===== config.mk =====
export PLATFORM = sky130hd
export DESIGN_NAME = regfile_sb
export DESIGN_NICKNAME = d
export VERILOG_FILES = /design/src/rtl/regfile_sb.sv
export SDC_FILE = /design/constraint.sdc
export NUM_CORES = 2
export LEC_CHECK = 0
export ABC_AREA = 1
export ABC_CLOCK_PERIOD_IN_PS = 44500
export BUFFER_PORTS_ARGS = -buffer_cell sky130_fd_sc_hd__buf_2
export CORE_ASPECT_RATIO = 1.5
export CORE_MARGIN = 2
export CORE_UTILIZATION = 25
export CTS_BUF_LIST = sky130_fd_sc_hd__clkbuf_4 sky130_fd_sc_hd__clkbuf_8
export DETAILED_ROUTE_END_ITERATION = 7
export PLACE_DENSITY = 0.45
export SETUP_SLACK_MARGIN = 0.02
export SYNTH_ARGS = -nofsm -noshare
export SYNTH_HDL_FRONTEND = slang
export SYNTH_SLANG_ARGS = --single-unit

===== constraint.sdc =====
create_clock -name clk -period 44.5 [get_ports clk]
set_input_delay 6.675 -clock clk [delete_from_list [all_inputs] [get_ports clk]]
set_output_delay 6.675 -clock clk [all_outputs]
set_load 0.02 [all_outputs]

===== src/rtl/regfile_sb.sv =====
// regfile_sb: multi-port register file with a per-register scoreboard.
// Each register carries a saturating count of in-flight producers. Issues
// increment it, writebacks decrement it, and flush discards all of them.
// Read ports are combinational and can optionally forward same-cycle
// writeback data (and the matching busy-clear) to consumers.
//
// Issue handshake: an issue transfers on a rising clk edge when
// iss_valid && iss_ready && !flush. iss_ready is a combinational function of
// the scoreboard state and the same-cycle writeback only, never of
// iss_valid, so a requester may hold iss_valid while waiting for iss_ready.
module regfile_sb #(
  parameter int XLEN   = 32,
  parameter int NREG   = 32,
  parameter int IDXW   = 5,
  parameter int NRD    = 2,
  parameter int CNTW   = 2,
  parameter int BYPASS = 1
) (
  input  logic                 clk,
  input  logic                 reset,
  input  logic [NRD*IDXW-1:0]  ra,
  output logic [NRD*XLEN-1:0]  rd,
  output logic [NRD-1:0]       rbusy,
  input  logic                 we,
  input  logic [IDXW-1:0]      wa,
  input  logic [XLEN-1:0]      wd,
  input  logic                 iss_valid,
  input  logic [IDXW-1:0]      iss_rd,
  output logic                 iss_ready,
  input  logic                 flush,
  output logic                 wb_err
);

  localparam logic [CNTW-1:0] CMAX = '1;

  logic [XLEN-1:0] rf  [NREG];
  logic [CNTW-1:0] cnt [NREG];
  logic [IDXW-1:0] ra_idx [NRD];
  logic [NREG-1:0] inc_v;
  logic [NREG-1:0] dec_v;
  logic            wb_v;
  logic            iss_idx_ok;
  logic            iss_acc;
  logic            wb_err_d;

  // x0 and indices past the end of the file are never stored or tracked.
  function automatic logic idx_ok(input logic [IDXW-1:0] idx);
    return (idx != '0) && (int'(idx) < NREG);
  endfunction

  genvar g;
  for (g = 0; g < NRD; g++) begin : g_ra
    assign ra_idx[g] = ra[g*IDXW +: IDXW];
  end

  assign wb_v       = we && idx_ok(wa);
  assign iss_idx_ok = idx_ok(iss_rd);

  // A saturated counter can only accept a new producer if a writeback to the
  // same register retires one in the same cycle.
  always_comb begin
    iss_ready = 1'b1;
    if (iss_idx_ok && (cnt[iss_rd] == CMAX) && !(wb_v && (wa == iss_rd)))
      iss_ready = 1'b0;
  end

  assign iss_acc = iss_valid && iss_ready && !flush && iss_idx_ok;

  // One-hot per-register increment/decrement requests for this cycle.
  always_comb begin
    inc_v = '0;
    dec_v = '0;
    if (iss_acc) inc_v[iss_rd] = 1'b1;
    if (wb_v)    dec_v[wa]     = 1'b1;
  end

  // Read ports: stored data or forwarded writeback, plus busy status.
  always_comb begin
    logic fwd;
    fwd   = 1'b0;
    rd    = '0;
    rbusy = '0;
    for (int i = 0; i < NRD; i++) begin
      fwd = 1'b0;
      if (idx_ok(ra_idx[i])) begin
        fwd = (BYPASS != 0) && we && (wa == ra_idx[i]);
        rd[i*XLEN +: XLEN] = fwd ? wd : rf[ra_idx[i]];
        rbusy[i] = (cnt[ra_idx[i]] > CNTW'(1)) ||
                   ((cnt[ra_idx[i]] == CNTW'(1)) && !fwd);
      end
    end
  end

  // Register data: writes land regardless of flush or scoreboard state.
  always_ff @(posedge clk or posedge reset) begin
    if (reset) begin
      for (int r = 0; r < NREG; r++) rf[r] <= '0;
    end else if (wb_v) begin
      rf[wa] <= wd;
    end
  end

  // Producer counters: flush wins, issue+writeback on one register cancel,
  // and both directions saturate.
  always_ff @(posedge clk or posedge reset) begin
    if (reset) begin
      for (int r = 0; r < NREG; r++) cnt[r] <= '0;
    end else begin
      for (int r = 0; r < NREG; r++) begin
        if (flush)
          cnt[r] <= '0;
        else if (inc_v[r] && !dec_v[r] && (cnt[r] != CMAX))
          cnt[r] <= cnt[r] + 1'b1;
        else if (dec_v[r] && !inc_v[r] && (cnt[r] != '0))
          cnt[r] <= cnt[r] - 1'b1;
      end
    end
  end

  // A writeback nobody was waiting for is flagged for one cycle.
  assign wb_err_d = wb_v && !flush && (cnt[wa] == '0) && !inc_v[wa];

  // Registered error pulse.
  always_ff @(posedge clk or posedge reset) begin
    if (reset) wb_err <= 1'b0;
    else       wb_err <= wb_err_d;
  end

endmodule


==> flow_summary.yaml <==
clock_network:
  hold_buffers: 0
  clk_latency_ns: 0.99
  clk_pin_slew_ns: 0.06
  h-tree-depth: 4
  cts_tree: "yes"
  cts_resized: 0
  cts_buffers: 194
  cts_buffer_depth: 3
  post_cts_buffers: 0
  cts_root_buf: "clkbuf_8"
  cts_num_sinks: 1089
route:
  wl_per_cell_um: 26.3
  routed_wirelength_um: 308000
  first_pass_iters: 8
  final_antenna_net_count: 0
  drc: 0
  vias: 63700
  vias_per_cell: 5.44
  drt-initial-drc-count: 7610
final_layout:
  syn_to_final_growth_pct: 11.5
  final_cell_mix: "o21ai_0 (2058), nand2_1 (1613), dfrtp_1 (1089)"
  nets: 8340
  layout_commonest_cell: "o21ai_0"
  layout-drive-gt1-share_pct: 8.09
  fillCellCount: 26800
  postLayoutCoreUtil_pct: 28.1
setup_path:
  worstReg2RegStart: "cnt[9]"
  crit_type: "in2out"
  cp.arrival_ns: 12.60
  cp_max_fo: 114
  start_kind: "primary input"
  cp-end-kind: "output port"
  rr_worst_depth: 18
  crit_path_top_delay_cell: "buf_4"
  rrSetupSlack_ns: 41.07
  crit_path_frequent_cell: "buf_4"
  critical-path-top-delay-family: "buffers and inverters"
  max_stage_delay_ns: 0.78
  rr_endpoint: "wb_err"
  worst_ep_required_time_ns: 37.83
  crit_buf_inv: 8
  path_cells: "buf_8, buf_4, buf_4, buf_4, buf_4, buf_4, buf_4, o21ai_0, nand3_1, nand3_1, nand3_1, a21oi_1, a211oi_1, buf_2"
synthesis:
  synth_area_um2: 62000
  synthArstFlopShare_pct: 100
  yosysWarnings: 0
  ys.flop_type: "dfrtp_1"
  synth_cells: 8651
  synth-seq-area-share_pct: 43.9
  avgSynthCellArea_um2: 7.17
  synth_edf_count: 0
  synth_fp_nets: 8708
  synth.distinct_cells: 46
  synth_seq_cells: 1089
floorplanning:
  die_area_um2: 252000
  placementRows: 223
  initial_core_util_pct: 25.2
  core-area_um2: 246000
  die_y_um: 614
  pin_count: 125
  die_w_um: 411
timing:
  fmax_ghz: 0.0519
  worst_slew_pin_slew_ns: 1.19
  period_minus_slack_ns: 19.28
  timing.final.ws_setup_ns: 25.22
  slew_violations: 0
  hold_slack_ns: 0.394
  slew_headroom_pct: 20.3
  hold_violations: 0
  min_period_over_period_pct: 43.3
  finalSetupTns_ns: 0
  worst_clock_skew_ns: 0.0505
  setup_violations: 0
  rsz0062_at_grt: "no"
flow_run:
  drv_cap: 0
global_routing:
  antenna_found_initial: 42
  grt_pass1_vias: 59500
  overflow: 0
  grt_pass1_wl_um: 440000
  grt_max_degree: 223
  gr-usage-all-layers_pct: 23.8
power:
  powerDensity_nw_per_um2: 43.3
  p_leak_nw: 29.2
  vdd_ir_drop_max_mv: 0.0291
placement:
  place.gp.congestion: 0.901
  hpwl_um: 177000
  dpl_worst_slack_ns: 25.33
  port_buffers: 124
min_path:
  min_to: "rf[1005]"
  hold_path.class: "reg2reg"
  hp-start: "rf[1005]"
  holdPathStages: 0
outcome:
  status: "finished clean"
layout make-up:
type / instances / area, um^2 / area share, %
inverters: 677 / 2590 / 3.75
clock buffers: 304 / 3750 / 5.42
repair buffers: 270 / 1850 / 2.68
flip-flops and latches: 1089 / 27300 / 39.4
diodes: 34 / 85.1 / 0.123
multi-input cells: 6051 / 29200 / 42.3
clock inverters: 26 / 294 / 0.425
well taps: 3262 / 4080 / 5.90
kinds of logic (layout without fill, tap and decap cells):
logic type | count (synthesis) | count (layout) | share of synthesized area (%)
AO/OA/AOI/OAI | 3420 | 3420 | 29.4
XOR/XNOR | 5 | 5 | 0.0706
buffers and inverters | 1511 | 1277 | 9.28
flip-flops | 1089 | 1089 | 43.9
other | 0 | 34 | 0
AND/OR/NAND/NOR | 2626 | 2626 | 17.3
flip-flops by register name (all words and copies together), names as in the netlist:
signal / cells
rf: 1024
cnt: 64
wb_err: 1
worst max-delay path by stage:
stage,cells after the start,start,endpoint
6_report,14,ra[5],rd[60]
2_1_floorplan,1,reset,cnt[0]
5_1_grt,14,ra[5],rd[60]
3_3_place_gp,14,ra[5],rd[59]
4_1_cts,14,ra[5],rd[59]
3_5_place_dp,14,ra[5],rd[59]
per-layer routing:
layer  share of wire (%)  vias to the layer above  routed length [um]  GRT usage, %
met5                   0                        -                   0             0
met4                 5.3                        0               16300          12.6
met3                 7.7                      673               23600          3.77
met2                  46                     3220              142000          38.1
met1                  41                    31300              127000          30.8
li1                    -                    28600                   -             -
synthesized netlist by cell type (all sizes together) (35+ instances only):
| cell type | count | area, um^2 |
|---|---|---|
| o22ai | 69 | 432 |
| nor2 | 432 | 1640 |
| o21ai | 2069 | 10400 |
| a21oi | 928 | 4640 |
| clkbuf | 684 | 2570 |
| inv | 667 | 2510 |
| dfrtp | 1089 | 27300 |
| o221ai | 35 | 307 |
| buf | 150 | 644 |
| nand2 | 1614 | 6070 |
| o211ai | 207 | 1550 |
| a211oi | 35 | 263 |
| nand3 | 515 | 2590 |
worst register-to-register path: stages (launching register included):
cell and delay, ns:
dfrtp_1 0.47, nand2_1 0.10, nand2_1 0.06, nand2_1 0.05
nand2_1 0.11, nand2_1 0.15, nand2_1 0.06, nor2_1 0.23
nand2_1 0.14, nand3_4 0.23, nand2_4 0.14, nor2_2 0.71
nand2_1 0.31, nor2_1 0.18, nor2_1 0.06, nand2_1 0.06
nand2_1 0.08, nand3_1 0.11, nor2_1 0.07
metrics by stage:
| step | cells | total power (W) | instance area [um^2] |
|---|---|---|---|
| after floorplan | 8651 | 0.00175 | 62000 |
| after global placement | 11300 | 0.00196 | 65000 |
| after detailed placement | 11300 | 0.00198 | 65000 |
| after CTS | 11700 | 0.00301 | 69000 |
| after global routing | 11700 | 0.00316 | 69100 |
| final | 11700 | 0.00300 | 69100 |
where the power goes:
group / internal [W] / switching (W) / leakage (nW)
Combinational: 0.000203 / 0.000461 / 13.9
Clock: 0.000558 / 0.000466 / 2.13
Sequential: 0.00120 / 0.000112 / 13.2
Total: 0.00196 / 0.00104 / 29.2
(Power assumes the default switching activity.)
